**src/rtl/br_fifo_pkg.sv**
```systemverilog
// Shared types for the pseudo-static multi-FIFO: pop-side output buffer
// occupancy encoding and a clog2 helper that never returns zero.
package br_fifo_pkg;

    typedef enum logic [1:0] {
        EMPTY = 2'd0,
        ONE   = 2'd1,
        FULL  = 2'd2
    } occ_state_e;

    function automatic int clamped_clog2(input int n);
        return (n <= 2) ? 1 : $clog2(n);
    endfunction

endpackage

```
**src/rtl/br_arb_rr.sv**
```systemverilog
// Round-robin arbiter: the grant is the lowest requester at or above the
// priority mask, and the mask advances past the granted lane on update_en_i.
module br_arb_rr #(
    parameter int NumFifos = 2
) (
    input  logic                clk,
    input  logic                rst,
    input  logic [NumFifos-1:0] req_i,
    input  logic                update_en_i,
    output logic [NumFifos-1:0] grant_o
);

    // An all-ones or all-zeros mask both mean lane 0 has highest priority.
    logic [NumFifos-1:0] mask_q;
    logic [NumFifos-1:0] mask_d;
    logic [NumFifos-1:0] masked_req_s;
    logic [NumFifos-1:0] pick_req_s;

    // Grant the lowest set bit of the masked requests, wrapping to all requests.
    always_comb begin
        masked_req_s = req_i & mask_q;
        if (masked_req_s != '0) begin
            pick_req_s = masked_req_s;
        end else begin
            pick_req_s = req_i;
        end
        grant_o = pick_req_s & (~pick_req_s + NumFifos'(1));
    end

    // Next mask keeps only the lanes strictly above the accepted grant.
    always_comb begin
        if (update_en_i) begin
            mask_d = ~(grant_o | (grant_o - NumFifos'(1)));
        end else begin
            mask_d = mask_q;
        end
    end

    // Priority mask register.
    always_ff @(posedge clk) begin
        if (rst) begin
            mask_q <= '1;
        end else begin
            mask_q <= mask_d;
        end
    end

endmodule

```
**src/rtl/br_fifo_shared_pop_arb_rr.sv**
```systemverilog
// Pop-side merge of NumFifos lanes into one stream tagged with the FIFO ID,
// via round-robin arbitration and a 2-entry output buffer. Optional
// starvation watchdog: BR_FIFO_SHARED_POP_ARB_STARVE_WATCHDOG_EN.
module br_fifo_shared_pop_arb_rr
    import br_fifo_pkg::*;
#(
    parameter  int NumFifos        = 2,
    parameter  int Width           = 1,
    parameter  int StarveThreshold = 16,
    localparam int FifoIdWidth     = clamped_clog2(NumFifos)
) (
    input  logic                           clk,
    input  logic                           rst,
    input  logic [NumFifos-1:0]            in_valid,
    output logic [NumFifos-1:0]            in_ready,
    input  logic [NumFifos-1:0][Width-1:0] in_data,
    output logic                           out_valid,
    input  logic                           out_ready,
    output logic [Width-1:0]               out_data,
    output logic [FifoIdWidth-1:0]         out_fifo_id,
    output logic [NumFifos-1:0]            starve_flag
);

    occ_state_e             state_q, state_d;
    logic [Width-1:0]       head_data_q, head_data_d;
    logic [Width-1:0]       tail_data_q, tail_data_d;
    logic [FifoIdWidth-1:0] head_id_q, head_id_d;
    logic [FifoIdWidth-1:0] tail_id_q, tail_id_d;
    logic                   out_valid_q, out_valid_d;
    logic                   space_s;
    logic                   push_s;
    logic                   pop_s;
    logic [NumFifos-1:0]    grant_s;
    logic [Width-1:0]       sel_data_s;
    logic [FifoIdWidth-1:0] sel_id_s;

    // Reset also blocks accepts so nothing is taken during the reset cycle.
    assign space_s  = (state_q != FULL);
    assign in_ready = grant_s & {NumFifos{space_s & ~rst}};
    assign push_s   = |in_ready;
    assign pop_s    = out_valid_q & out_ready;

    br_arb_rr #(
        .NumFifos (NumFifos)
    ) u_arb (
        .clk         (clk),
        .rst         (rst),
        .req_i       (in_valid),
        .update_en_i (push_s),
        .grant_o     (grant_s)
    );

    // One-hot AND-OR mux of the granted lane's data and its index.
    always_comb begin
        sel_data_s = '0;
        sel_id_s   = '0;
        for (int i = 0; i < NumFifos; i++) begin
            sel_data_s = sel_data_s | (in_data[i] & {Width{grant_s[i]}});
            sel_id_s   = sel_id_s | (FifoIdWidth'(i) & {FifoIdWidth{grant_s[i]}});
        end
    end

    // Buffer occupancy FSM; the head entry drives the outputs directly.
    always_comb begin
        state_d     = state_q;
        head_data_d = head_data_q;
        head_id_d   = head_id_q;
        tail_data_d = tail_data_q;
        tail_id_d   = tail_id_q;
        case (state_q)
            EMPTY: begin
                if (push_s) begin
                    head_data_d = sel_data_s;
                    head_id_d   = sel_id_s;
                    state_d     = ONE;
                end else begin
                    state_d = EMPTY;
                end
            end
            ONE: begin
                case ({push_s, pop_s})
                    2'b10: begin
                        tail_data_d = sel_data_s;
                        tail_id_d   = sel_id_s;
                        state_d     = FULL;
                    end
                    2'b01: state_d = EMPTY;
                    2'b11: begin
                        head_data_d = sel_data_s;
                        head_id_d   = sel_id_s;
                        state_d     = ONE;
                    end
                    default: state_d = ONE;
                endcase
            end
            FULL: begin
                if (pop_s) begin
                    head_data_d = tail_data_q;
                    head_id_d   = tail_id_q;
                    state_d     = ONE;
                end else begin
                    state_d = FULL;
                end
            end
            default: state_d = EMPTY;
        endcase
        out_valid_d = (state_d != EMPTY);
    end

    // Buffer state and entry registers.
    always_ff @(posedge clk) begin
        if (rst) begin
            state_q     <= EMPTY;
            out_valid_q <= 1'b0;
            head_data_q <= '0;
            head_id_q   <= '0;
            tail_data_q <= '0;
            tail_id_q   <= '0;
        end else begin
            state_q     <= state_d;
            out_valid_q <= out_valid_d;
            head_data_q <= head_data_d;
            head_id_q   <= head_id_d;
            tail_data_q <= tail_data_d;
            tail_id_q   <= tail_id_d;
        end
    end

    assign out_valid   = out_valid_q;
    assign out_data    = head_data_q;
    assign out_fifo_id = head_id_q;

`ifdef BR_FIFO_SHARED_POP_ARB_STARVE_WATCHDOG_EN
    localparam int                    CntWidth = $clog2(StarveThreshold + 1);
    localparam logic [CntWidth-1:0]   CntMax   = CntWidth'(StarveThreshold);

    logic [NumFifos-1:0][CntWidth-1:0] starve_cnt_q, starve_cnt_d;
    logic [NumFifos-1:0]               starve_flag_q, starve_flag_d;

    // Saturating wait counters; flags stick once a counter hits the limit.
    always_comb begin
        starve_cnt_d  = starve_cnt_q;
        starve_flag_d = starve_flag_q;
        for (int i = 0; i < NumFifos; i++) begin
            starve_flag_d[i] = starve_flag_q[i] | (starve_cnt_q[i] == CntMax);
            if (in_valid[i] && !in_ready[i]) begin
                if (starve_cnt_q[i] != CntMax) begin
                    starve_cnt_d[i] = starve_cnt_q[i] + CntWidth'(1);
                end else begin
                    starve_cnt_d[i] = starve_cnt_q[i];
                end
            end else begin
                starve_cnt_d[i] = '0;
            end
        end
    end

    // Watchdog registers.
    always_ff @(posedge clk) begin
        if (rst) begin
            starve_cnt_q  <= '0;
            starve_flag_q <= '0;
        end else begin
            starve_cnt_q  <= starve_cnt_d;
            starve_flag_q <= starve_flag_d;
        end
    end

    assign starve_flag = starve_flag_q;
`else
    assign starve_flag = '0;
`endif

endmodule
```
**config.mk**
```make
export PLATFORM = sky130hd
export DESIGN_NAME = br_fifo_shared_pop_arb_rr
export DESIGN_NICKNAME = d
export VERILOG_FILES = /design/src/rtl/br_fifo_pkg.sv /design/src/rtl/br_arb_rr.sv /design/src/rtl/br_fifo_shared_pop_arb_rr.sv
export SDC_FILE = /design/constraint.sdc
export NUM_CORES = 1
export LEC_CHECK = 0
export CORE_AREA = 10 10 47 49
export DETAILED_ROUTE_END_ITERATION = 8
export DIE_AREA = 0 0 57 59
export PLACE_DENSITY = 0.79
export SYNTH_ARGS = -nofsm -noshare
export SYNTH_HDL_FRONTEND = slang
export SYNTH_SLANG_ARGS = --single-unit
```
**constraint.sdc**
```tcl
create_clock -name clk -period 4.7 [get_ports clk]
set_input_delay 0.705 -clock clk [delete_from_list [all_inputs] [get_ports clk]]
set_output_delay 0.705 -clock clk [all_outputs]
set_load 0.01 [all_outputs]
```
==> results.py, run 1 <==
metrics = {
    "worst_setup_path": {
        "crit_path_start_kind": "primary input",
        "reg2reg_from": "state_q[1]",
        "critPathArrivalTime_ns": 2.28,
        "path_delay_family": "buffers and inverters",
        "required_ns": 3.99,
        "crit_buf_inv": 3,
        "worstPathMaxFanout": 5,
        "r2r_cells": 6,
        "endpoint_kind": "output pin",
        "worstSetupPathType": "in2out",
        "slowest_delay_ns": 0.57,
        "critPathSlowestCell": "clkdlybuf4s50_1",
        "crit_top_cell": "clkdlybuf4s50_1",
        "rr_endpoint": "out_valid",
        "critical_path_depth": 5,
        "r2r_slack_ns": 2.68,
        "crit_chain": "clkdlybuf4s50_1, inv_1, a21oi_1, nor3b_1, clkdlybuf4s50_1",
    },
    "clock_network": {
        "hold_buffers": 0,
        "cts_resized": 0,
        "clk_pin_slew_ns": 0.06,
        "clock_path_buffers": 2,
        "cts_tree": "yes",
        "clock_latency_ns": 0.26,
        "numCtsBuffers": 3,
        "cts_root_buf": "clkbuf_4",
        "clock-sinks": 9,
        "htreeDepth": 1,
        "cts_setup_buffers": 0,
    },
    "logic_synthesis": {
        "synth_edf_count": 0,
        "ys_seq_area_frac": 0.348,
        "netlist_top_cells_count": "dfxtp_1, nand2_1, a21oi_1",
        "ys_async_sr_fraction": 0,
        "synth_top_area_share": 0.348,
        "syn_area_per_cell_um2": 8.09,
        "synth_warnings": 0,
        "synth_top_flop_cell": "dfxtp_1",
        "netlist_instances": 64,
        "synthTopCellsByArea": "dfxtp_1, a21oi_1, nand2_1, ha_1, nand2b_1",
        "synth_area_um2": 518,
        "ys_types": 28,
        "ys_ff_latch": 9,
        "yosysTopAreaCell": "dfxtp_1",
    },
    "floorplan": {
        "die_y_um": 59,
        "die_w_um": 57,
        "fp-row-count": 14,
        "coreArea_um2": 1400,
        "die_area_um2": 3360,
        "initial_utilization": 0.370,
        "ios": 14,
    },
    "power": {
        "total_power_uw": 198,
        "power_density_nw_per_um2": 302,
        "p_clk_frac": 0.313,
        "power_leakage_uw": 0.000265,
        "seqPwrFrac": 0.441,
        "internal_power_uw": 141,
        "swShare": 0.287,
        "switchingPower_uw": 56.9,
        "vdd_ir_drop_max_uv": 173,
        "p_comb_frac": 0.245,
    },
    "route": {
        "wl_mm": 1.15,
        "drtIter0Drc": 11,
        "wl_per_cell_um": 12.4,
        "drt_first_pass_iters": 4,
        "vias": 497,
        "drcViolationCount": 0,
        "final_antenna_net_count": 0,
        "viasPerCell": 5.40,
    },
    "worst_hold_path": {
        "min_path_type": "reg2reg",
        "min-delay-start": "tail_id_q",
        "min_to": "tail_id_q",
        "hold_depth": 2,
    },
    "global_routing": {
        "grt_max_degree": 14,
        "grt_pass1_vias": 417,
        "grt_pass1_wl_mm": 1.79,
        "grt_antenna_before_repair": 0,
        "grt_usage": 0.0654,
        "gr-total-overflow": 0,
    },
    "placement": {
        "place_hpwl_um": 833,
        "place.gp.congestion": 0.778,
        "portBuffers": 11,
        "placed_area_um2": 628,
        "place_inst": 88,
        "place_ws_ns": 1.74,
    },
    "final_layout": {
        "finalInstanceArea_um2": 654,
        "antenna_cells": 0,
        "layout.nets": 86,
        "final_cells": 92,
        "seq_area_um2": 180,
        "multi_input_area_um2": 307,
        "fillerInstances": 142,
        "area_growth_pct": 26.3,
        "drive_gt1_frac": 0.118,
    },
    "timing": {
        "fin_worst_skew_ns": 0.00105,
        "finalCritPeriodShare": 0.636,
        "rsz0062_at_grt": "false",
        "max_freq_mhz": 335,
        "setup_tns_ns": 0,
        "fin_crit_ns": 2.99,
        "slew_headroom": 0.605,
        "setup_viol": 0,
        "hold_viol": 0,
        "fin_ws_ns": 1.71,
        "maxSlewViolCount": 0,
        "max_slew.worst_pin.slew_ns": 0.591,
    },
    "status": {
        "status": "finished, final reports clean",
    },
    "run": {
        "cap_viol_max_count": 0,
    },
}
## cell families after synthesis
kind of cell               after synthesis  synth area share
adders and majority gates                2            0.0483
buffers and inverters                    7            0.0676
DFF                                      9             0.348
other                                    1           0.00724
AOI/OAI and AO/OA                       15             0.200
muxes                                    1            0.0193
and+or+nand+nor                         29             0.309
## metrics by stage
stage	util	hold WS, ns
final	0.467	0.461
after global routing	0.467	0.490
after CTS	0.467	0.452
after detailed placement	0.448	0.445
after global placement	0.448	0.440
after floorplan	-	0.432
## power groups by stage
stage	Sequential [µW]	Clock [µW]	Combinational (µW)
floorplan	89.6	0	30.1
global placement	88.6	0	47.7
detailed placement	88.9	0	48.0
CTS	87.4	61.0	48.6
global route	87.9	64.7	53.3
finish	87.3	62.0	48.5
## sequential cells by signal, summed over array words and instances, names as in the netlist
name	cells
out_fifo_id	1
tail_id_q	1
tail_data_q	1
state_q	2
out_data	1
u_arb.mask_q	2
out_valid	1
## layout make-up
class | instances | area share
tap | 16 | 0.0306
clock buffer | 4 | 0.0402
inverter | 3 | 0.0172
multi-input combinational | 49 | 0.468
sequential | 9 | 0.275
timing repair buffer | 11 | 0.168
## worst max path at each step
stage | from | endpoint | slack (ns)
CTS | in_valid[1] | in_ready[1] | 1.72
finish | in_valid[1] | in_ready[1] | 1.71
global placement | in_valid[1] | in_ready[1] | 1.74
floorplan | rst | out_valid | 2.70
detailed placement | in_valid[1] | in_ready[1] | 1.74
global route | in_valid[1] | in_ready[1] | 1.54
## worst reg2reg max path: stages (launching register included)
cell and delay [ns]:
dfxtp_1 0.38, nor2b_1 0.52, nor3_1 0.14, ha_1 0.32, a2bb2oi_1 0.14, a21oi_1 0.09, or2_2 0.31
## metal layers
metal,up-vias,part of all wire,track usage,wire (µm)
li1,242,-,-,-
met1,221,0.46,0.0742,528
met2,27,0.45,0.101,515
met3,7,0.065,0.0258,74
met4,0,0.024,0.0403,27
met5,-,0,0,0
## layout by cell type, fill, tap and decap left out
master,count
or4_4,1
nor2b_1,2
or3_1,1
o31ai_1,1
a211oi_1,2
nand2b_1,4
nor3b_1,1
o2bb2ai_2,1
nand3_1,3
conb_1,2
and3_2,1
clkdlybuf4s50_1,11
ha_1,2
clkbuf_4,3
nor2_2,1
clkbuf_1,1
or2_2,1
a2bb2oi_1,2
and2_1,1
a21oi_1,7
nand2_1,9
o21ai_0,1
nand3b_1,1
inv_1,3
dfxtp_1,9
a21oi_2,1
nor3_1,3
mux2i_1,1
Power figures use the tool's default switching activity.
==> run 2, diff against run 1 <==
==> constraint.sdc (replaced) <==
create_clock -name clk -period 3.1 [get_ports clk]
set_input_delay 0.465 -clock clk [delete_from_list [all_inputs] [get_ports clk]]
set_output_delay 0.465 -clock clk [all_outputs]
set_load 0.01 [all_outputs]
==> results.py, run 2 (synthesis results as in run 1) <==
metrics = {
    "status": {
        "status": "finished, final reports clean",
    },
    "clock_network": {
        "clk_pin_slew_ns": 0.06,
        "htreeDepth": 1,
        "cts_resized": 0,
        "clock_path_buffers": 2,
        "cts_tree": "yes",
        "clock_latency_ns": 0.27,
        "cts_setup_buffers": 0,
        "hold_buffers": 0,
        "cts_root_buf": "clkbuf_4",
        "numCtsBuffers": 3,
        "clock-sinks": 9,
    },
    "final_layout": {
        "fillerInstances": 149,
        "drive_gt1_frac": 0.118,
        "final_cells": 92,
        "fin_util": 0.467,
        "mostFrequentLayoutCell": "clkdlybuf4s50_1",
        "area_growth_pct": 26.3,
        "final_cell_mix": "clkdlybuf4s50_1, nand2_1, dfxtp_1",
        "top_regs": "state_q (2), u_arb.mask_q (2)",
        "antenna_cells": 0,
        "layout.nets": 86,
    },
    "timing": {
        "setup_viol": 0,
        "fin_ws_ns": 0.572,
        "fin_crit_ns": 2.53,
        "maxSlewViolCount": 0,
        "fin_worst_skew_ns": 0.00221,
        "max_slew.worst_pin.slew_ns": 0.572,
        "max_freq_mhz": 396,
        "slew_headroom": 0.618,
        "hold_viol": 0,
        "timing.hold.ws_ns": 0.453,
        "rsz0062_at_grt": "false",
        "setup_tns_ns": 0,
        "finalCritPeriodShare": 0.815,
    },
    "run": {
        "cap_viol_max_count": 0,
    },
    "worst_setup_path": {
        "worstSetupPathType": "in2out",
        "worstPathMaxFanout": 5,
        "crit_chain": "clkdlybuf4s50_1, inv_1, a21oi_1, nor3b_1, clkdlybuf4s50_1",
        "slowest_delay_ns": 0.58,
        "crit_path_start_kind": "primary input",
        "crit_top_cell": "clkdlybuf4s50_1",
        "required_ns": 2.63,
        "critPathSlowestCell": "clkdlybuf4s50_1",
        "critPathArrivalTime_ns": 2.06,
        "endpoint_kind": "output pin",
    },
    "route": {
        "drt_first_pass_iters": 4,
        "wl_mm": 1.09,
        "drcViolationCount": 0,
        "wl_per_cell_um": 11.9,
        "viasPerCell": 5.14,
        "drtIter0Drc": 2,
        "final_antenna_net_count": 0,
        "vias": 473,
    },
    "global_routing": {
        "grt_antenna_before_repair": 0,
        "grt_pass1_vias": 421,
        "gr-total-overflow": 0,
        "grt_usage": 0.0676,
        "grt_pass1_wl_mm": 1.79,
        "grt_max_degree": 14,
    },
    "placement": {
        "place_inst": 88,
        "place.gp.congestion": 0.778,
        "place_hpwl_um": 838,
        "place_ws_ns": 0.599,
        "portBuffers": 11,
    },
    "power": {
        "power_density_nw_per_um2": 457,
        "power_leakage_uw": 0.000265,
        "vdd_ir_drop_max_uv": 284,
    },
    "floorplan": {
        "initial_utilization": 0.370,
        "ios": 14,
        "fp-row-count": 14,
        "die_y_um": 59,
        "coreArea_um2": 1400,
        "die_w_um": 57,
        "die_area_um2": 3360,
    },
    "worst_hold_path": {
        "min_path_type": "reg2reg",
    },
}
## run 2: final timing paths
path                             startpoint     endpoint  slack, ns  cells after the start
worst min register to register    tail_id_q    tail_id_q       0.45                      2
worst max register to register   state_q[1]    out_valid       1.09                      6
worst max-delay path            in_valid[1]  in_ready[1]       0.57                      5
worst min-delay path              tail_id_q    tail_id_q       0.45                      2
## run 2: metal layers
metal | global-route usage | routed length [µm] | vias up
met5 | 0 | 0 | -
met4 | 0.0604 | 42 | 0
met3 | 0.0258 | 66 | 5
met2 | 0.0977 | 470 | 13
met1 | 0.0754 | 513 | 211
li1 | - | - | 244
## run 2: per-stage QoR
step | power [µW] | area (µm²)
final | 299 | 654
after detailed placement | 207 | 628
after CTS | 301 | 654
after global placement | 207 | 628
after floorplan | 181 | 522
after global routing | 316 | 654
## run 2: report_power, final
| group | switching (µW) | internal, µW |
|---|---|---|
| Clock | 43.9 | 49.8 |
| Combinational | 34.9 | 37.8 |
| Sequential | 6.35 | 126 |
| Total | 85.1 | 214 |
## run 2: worst max-delay path, delay by kind of cell
family                 cells  cell delay (ns)
AO/OA/AOI/OAI              1             0.16
AND/OR/NAND/NOR            1             0.23
buffers and inverters      3             1.21
## run 2: layout make-up
cell class | count | area [µm²] | area share
Tap cell | 16 | 20.0 | 0.0306
Clock buffer | 4 | 26.3 | 0.0402
Inverter | 3 | 11.3 | 0.0172
Sequential cell | 9 | 180 | 0.275
Timing Repair Buffer | 11 | 110 | 0.168
Multi-Input combinational cell | 49 | 307 | 0.468
==> run 3, diff against run 2 <==
--- a/config.mk
+++ b/config.mk
@@ -8,7 +8,7 @@
 export CORE_AREA = 10 10 47 49
 export DETAILED_ROUTE_END_ITERATION = 8
 export DIE_AREA = 0 0 57 59
-export PLACE_DENSITY = 0.79
+export PLACE_DENSITY = 0.81
 export SYNTH_ARGS = -nofsm -noshare
 export SYNTH_HDL_FRONTEND = slang
 export SYNTH_SLANG_ARGS = --single-unit
==> constraint.sdc (replaced) <==
create_clock -name clk -period 2.12 [get_ports clk]
set_input_delay 0.318 -clock clk [delete_from_list [all_inputs] [get_ports clk]]
set_output_delay 0.318 -clock clk [all_outputs]
set_load 0.01 [all_outputs]
==> results.py, run 3 (synthesis results as in run 1) <==
metrics = {
    "power": {
        "vdd_ir_drop_max_uv": 425,
        "seqPwrFrac": 0.434,
        "p_comb_frac": 0.264,
        "swShare": 0.282,
        "power_leakage_uw": 0.000304,
        "internal_power_uw": 320,
        "switchingPower_uw": 126,
        "p_clk_frac": 0.302,
        "power_density_nw_per_um2": 632,
    },
    "clock_network": {
        "clk_pin_slew_ns": 0.06,
        "cts_setup_buffers": 0,
        "clock_latency_ns": 0.26,
        "cts_tree": "yes",
        "clock_path_buffers": 2,
        "hold_buffers": 0,
        "cts_root_buf": "clkbuf_4",
        "htreeDepth": 1,
        "numCtsBuffers": 3,
        "clock-sinks": 9,
    },
    "worst_setup_path": {
        "crit_chain": "clkdlybuf4s50_1, nand2_1, nor3_1, clkdlybuf4s50_1",
        "critPathArrivalTime_ns": 1.68,
        "path_delay_family": "buffers and inverters",
        "endpoint_kind": "output pin",
        "worstPathMaxFanout": 7,
        "required_ns": 1.80,
        "crit_path_start_kind": "primary input",
        "worstSetupPathType": "in2out",
        "slowest_delay_ns": 0.59,
        "crit_buf_inv": 2,
        "critPathSlowestCell": "clkdlybuf4s50_1",
        "crit_top_cell": "clkdlybuf4s50_1",
    },
    "global_routing": {
        "grt_antenna_before_repair": 0,
        "grt_pass1_vias": 493,
        "grt_pass1_wl_mm": 2.19,
        "grt_usage": 0.0795,
        "grt_max_degree": 9,
        "gr-total-overflow": 0,
    },
    "route": {
        "drtIter0Drc": 11,
        "wl_mm": 1.22,
        "final_antenna_net_count": 0,
        "drt_first_pass_iters": 4,
        "wl_per_cell_um": 12.3,
        "viasPerCell": 5.10,
        "drcViolationCount": 0,
        "vias": 505,
    },
    "floorplan": {
        "die_area_um2": 3360,
        "die_y_um": 59,
        "ios": 14,
        "fp-row-count": 14,
        "initial_utilization": 0.370,
        "coreArea_um2": 1400,
        "die_w_um": 57,
    },
    "timing": {
        "fin_ws_ns": 0.125,
        "hold_viol": 0,
        "fin_worst_skew_ns": 0.000353,
        "setup_tns_ns": 0,
        "maxSlewViolCount": 0,
        "finalCritPeriodShare": 0.941,
        "fin_crit_ns": 1.99,
        "rsz0062_at_grt": "false",
        "max_freq_mhz": 501,
        "setup_viol": 0,
    },
    "final_layout": {
        "final_cell_mix": "clkdlybuf4s50_1, nand2_1, dfxtp_1",
        "antenna_cells": 0,
        "drive_gt1_frac": 0.193,
        "mostFrequentLayoutCell": "clkdlybuf4s50_1",
        "layout.nets": 93,
        "fillerInstances": 148,
        "top_regs": "state_q (2), u_arb.mask_q (2)",
        "area_growth_pct": 36.2,
    },
    "placement": {
        "portBuffers": 11,
        "place_hpwl_um": 981,
        "place_ws_ns": -0.110,
        "place.gp.congestion": 0.827,
    },
    "worst_hold_path": {
        "min_path_type": "reg2reg",
    },
    "status": {
        "status": "finished, final reports clean",
    },
    "run": {
        "cap_viol_max_count": 0,
    },
}
run 3: cell types whose count changed in the layout (fill, tap and decap cells not counted), sizes merged:
cell	delta
clkdlybuf4s50	-1
dlygate4sd2	+1
buf	+7
run 3: repair_timing:
item                                    4_1_cts  5_1_grt
resized for setup                             1        0
endpoints found under the setup margin        1        0
endpoints found under the hold margin         0        0
run 3: worst paths after layout:
check	start	to	slack [ns]	cells past startpoint
worst max-delay path	in_valid[0]	in_ready[0]	0.13	4
worst max register to register	state_q[1]	out_valid	0.46	6
worst min-delay path	tail_id_q	tail_id_q	0.46	2
worst min register to register	tail_id_q	tail_id_q	0.46	2
run 3: layout make-up:
type / instances / area [µm²] / area share
flip-flops and latches: 9 / 180 / 0.255
inverters: 3 / 11.3 / 0.0160
well taps: 16 / 20.0 / 0.0284
repair buffers: 18 / 161 / 0.229
clock buffers: 4 / 26.3 / 0.0372
multi-input cells: 49 / 307 / 0.434
run 3: per-stage QoR:
step                cell area (µm²)  std cells   util  total power, µW  hold slack, ns
CTS                             706         99  0.504              450           0.458
floorplan                       522         65      -              265           0.394
finish                          706         99  0.504              446           0.458
global route                    706         99  0.504              471           0.483
detailed placement              681         95  0.486              316           0.450
global placement                681         95  0.486              313           0.440
run 3: tightest hold or removal path: stages, from the launching register on:
cell and delay, ns:
dfxtp_1 0.31, nand2_1 0.05, a21oi_1 0.06
run 3: power groups by stage:
stage / Clock, µW / Combinational [µW] / Sequential [µW]
CTS: 138 / 119 / 194
global placement: 0 / 116 / 196
floorplan: 0 / 66.7 / 199
global route: 144 / 131 / 196
detailed placement: 0 / 119 / 197
finish: 135 / 118 / 194
run 3: routing by layer:
layer | wire length [µm] | GRT usage
met3 | 85 | 0.0300
met5 | 0 | 0
met1 | 511 | 0.0878
met4 | 19 | 0.0503
met2 | 599 | 0.126
==> variant: new RTL, flow settings as in run 3 <==
Re-encode `occ_state_e` (3 states) as one-hot, 3 bits wide.
--- a/src/rtl/br_fifo_pkg.sv
+++ b/src/rtl/br_fifo_pkg.sv
@@ -4,6 +4,6 @@
 
-    typedef enum logic [1:0] {
-        EMPTY = 2'd0,
-        ONE   = 2'd1,
-        FULL  = 2'd2
+    typedef enum logic [2:0] {
+        EMPTY = 3'b001,
+        ONE   = 3'b010,
+        FULL  = 3'b100
     } occ_state_e;
Formal check against the unedited RTL: same outputs for any inputs over 10 cycles, from zero or initial values and one cycle with rst high; not proved beyond that.
==> variant against run 3 <==
  * Sequential cell count grew 1
  * First-iteration DRC count fell by 45%
  * Synthesized area up 26%
  * Count of clock-buffer cells in the layout is the same
  * Sequential power rose by 15%
  * Routed wire length increased by 21%
  * Via count is 20% higher
  * Clock power rose by 30%
  * Total power rose by 17%
  * Setup slack got worse by 0.041 ns
  * Cell area up 19%
  * Highest routed layer unchanged
==> variant: results (changes against run 3) <==
Power
  – Cell Pwr Density: 623 nW/um^2 (-1.5%)
  – Leakage: 0.348 nW (+15%)
  – Reg power frac: 42.9% (-0.5 points)
  – Fraction of power consumed by the clock network: 33.8% (+3.6 points)
  – Switching portion of total power: 28.3% (+0.10 points)
  – Max rail drop VDD: 0.455 mV (+7.1%)

Setup path
  – Critical register-to-register path startpoint: state_q[0]
  – CP max stage delay: 0.57 ns (-0.02 ns)
  – Crit-path max FO: 6 (-1)
  – Worst Path Arrival: 1.72 ns (+0.04 ns)

Placed design
  – Placed wire-length estimate after detailed placement: 1170 um (+19%)

Timing
  – Clock skew after layout: 0.00646 ns (+0.00611 ns)

Routing
  – Total vias in the final route: 608 (+20%)
  – DRT Wirelength: 1480 um (+21%)
  – Initial DRC count: 6 (-5)

Min path
  – Beginning of the worst hold path: u_arb.mask_q[0]

Cells and area
  – Largest registers: state_q x3, u_arb.mask_q x2
  – Layout cell share with drive strength beyond 1: 20.6% (+1.3 points)
  – Final cell count without fillers: 113 (+14%)
  – Layout fillers: 140 (-5.4%)

Synthesis
  – Count of distinct cell types in the synthesized netlist: 33 (+18%)
  – Sequential element share of the synthesized area: 30.8% (-4.0 points)
  – Top cells by area, synth: sky130_fd_sc_hd__dfxtp_1 (31%), sky130_fd_sc_hd__ha_1 (5.8%), sky130_fd_sc_hd__nand2_1 (4.6%)
  – Leading post-synthesis cells by instance count: sky130_fd_sc_hd__dfxtp_1 (10), sky130_fd_sc_hd__nand2_1 (8), sky130_fd_sc_hd__nor2_1 (7)

Global routing
  – Pin count of the biggest net entering global routing: 13 (+4)
  – Wire length of the first global-routing pass: 2420 um (+10%)
  – Vias in the first global route: 583 (+18%)
  – Global-route total usage across every layer: 8.67% (+0.72 points)

Clock network
  – Root buffer cell: sky130_fd_sc_hd__clkbuf_4

Run status
  – Run status: complete, no violations
==> variant: changes by cell type after synthesis, moves of 2 or more <==
cell | run 3 | this run
sky130_fd_sc_hd__nor2_1 | 0 | 7
sky130_fd_sc_hd__o211ai_1 | 0 | 2
sky130_fd_sc_hd__nand3_1 | 3 | 1
sky130_fd_sc_hd__inv_1 | 3 | 6
sky130_fd_sc_hd__nor2b_1 | 2 | 0
sky130_fd_sc_hd__o21ai_0 | 1 | 4
sky130_fd_sc_hd__a2bb2oi_1 | 2 | 0
sky130_fd_sc_hd__a21oi_1 | 7 | 4
sky130_fd_sc_hd__and3_1 | 0 | 2
sky130_fd_sc_hd__nand2b_1 | 4 | 2
sky130_fd_sc_hd__nor3b_1 | 1 | 3
==> variant: metal layers <==
metal	vias to the layer above	share of wire (%)	track usage (%)
met1	276	43	8.74
met4	0	0.95	3.02
met5	-	0	0
met3	2	6.8	3.86
met2	16	49	15.5
li1	314	-	-
==> variant: area by class of cell <==
class / count / area, sq um / share of cell area, %
multi-input cells: 59 / 394 / 47.1
repair buffers: 18 / 161 / 19.3
inverters: 6 / 22.5 / 2.69
clock buffers: 4 / 36.3 / 4.33
well taps: 16 / 20.0 / 2.39
flip-flops and latches: 10 / 203 / 24.2
==> variant: timing repair <==
item | in CTS | in global routing
setup buffers | 0 | 0
gates resized for setup | 1 | 2
setup endpoints to repair | 1 | 1
hold buffers | 0 | 0
==> variant: worst paths after layout <==
kind                     endpoint  slack, ns  cells after the start
hold / removal    u_arb.mask_q[0]       0.47                      2
hold reg to reg   u_arb.mask_q[0]       0.47                      2
setup reg to reg      out_fifo_id       0.31                      8
setup / recovery      in_ready[0]       0.08                      5
==> variant: metrics by stage <==
step / area (sq um) / setup WS [ns] / TNS [ns]
after detailed placement: 800 / -0.144 / -0.512
after floorplan: 654 / 0.185 / 0
after CTS: 835 / 0.00120 / 0
after global placement: 800 / -0.120 / -0.391
final: 837 / 0.0840 / 0
after global routing: 837 / 0.0133 / 0
==> variant: worst reg2reg max path, stage by stage, from the launching register on <==
cell and delay (ns):
sky130_fd_sc_hd__dfxtp_2 0.41, sky130_fd_sc_hd__nor3b_2 0.08, sky130_fd_sc_hd__or3_4 0.34, sky130_fd_sc_hd__inv_1 0.10, sky130_fd_sc_hd__ha_1 0.15, sky130_fd_sc_hd__nand4bb_1 0.14, sky130_fd_sc_hd__o41a_1 0.17, sky130_fd_sc_hd__a221oi_2 0.24
sky130_fd_sc_hd__nor3_1 0.06
==> variant: kinds of logic (layout without fill, tap and decap cells) <==
group	Yosys count	count (layout)	share of synthesized area [%]
buffers and inverters	11	28	9.23
multiplexers	1	1	1.54
AO/OA/AOI/OAI	18	18	20.6
AND/OR/NAND/NOR	35	35	31.5
adder cells (fa/ha/maj)	3	3	5.77
other	1	2	0.576
flip-flops	10	10	30.8
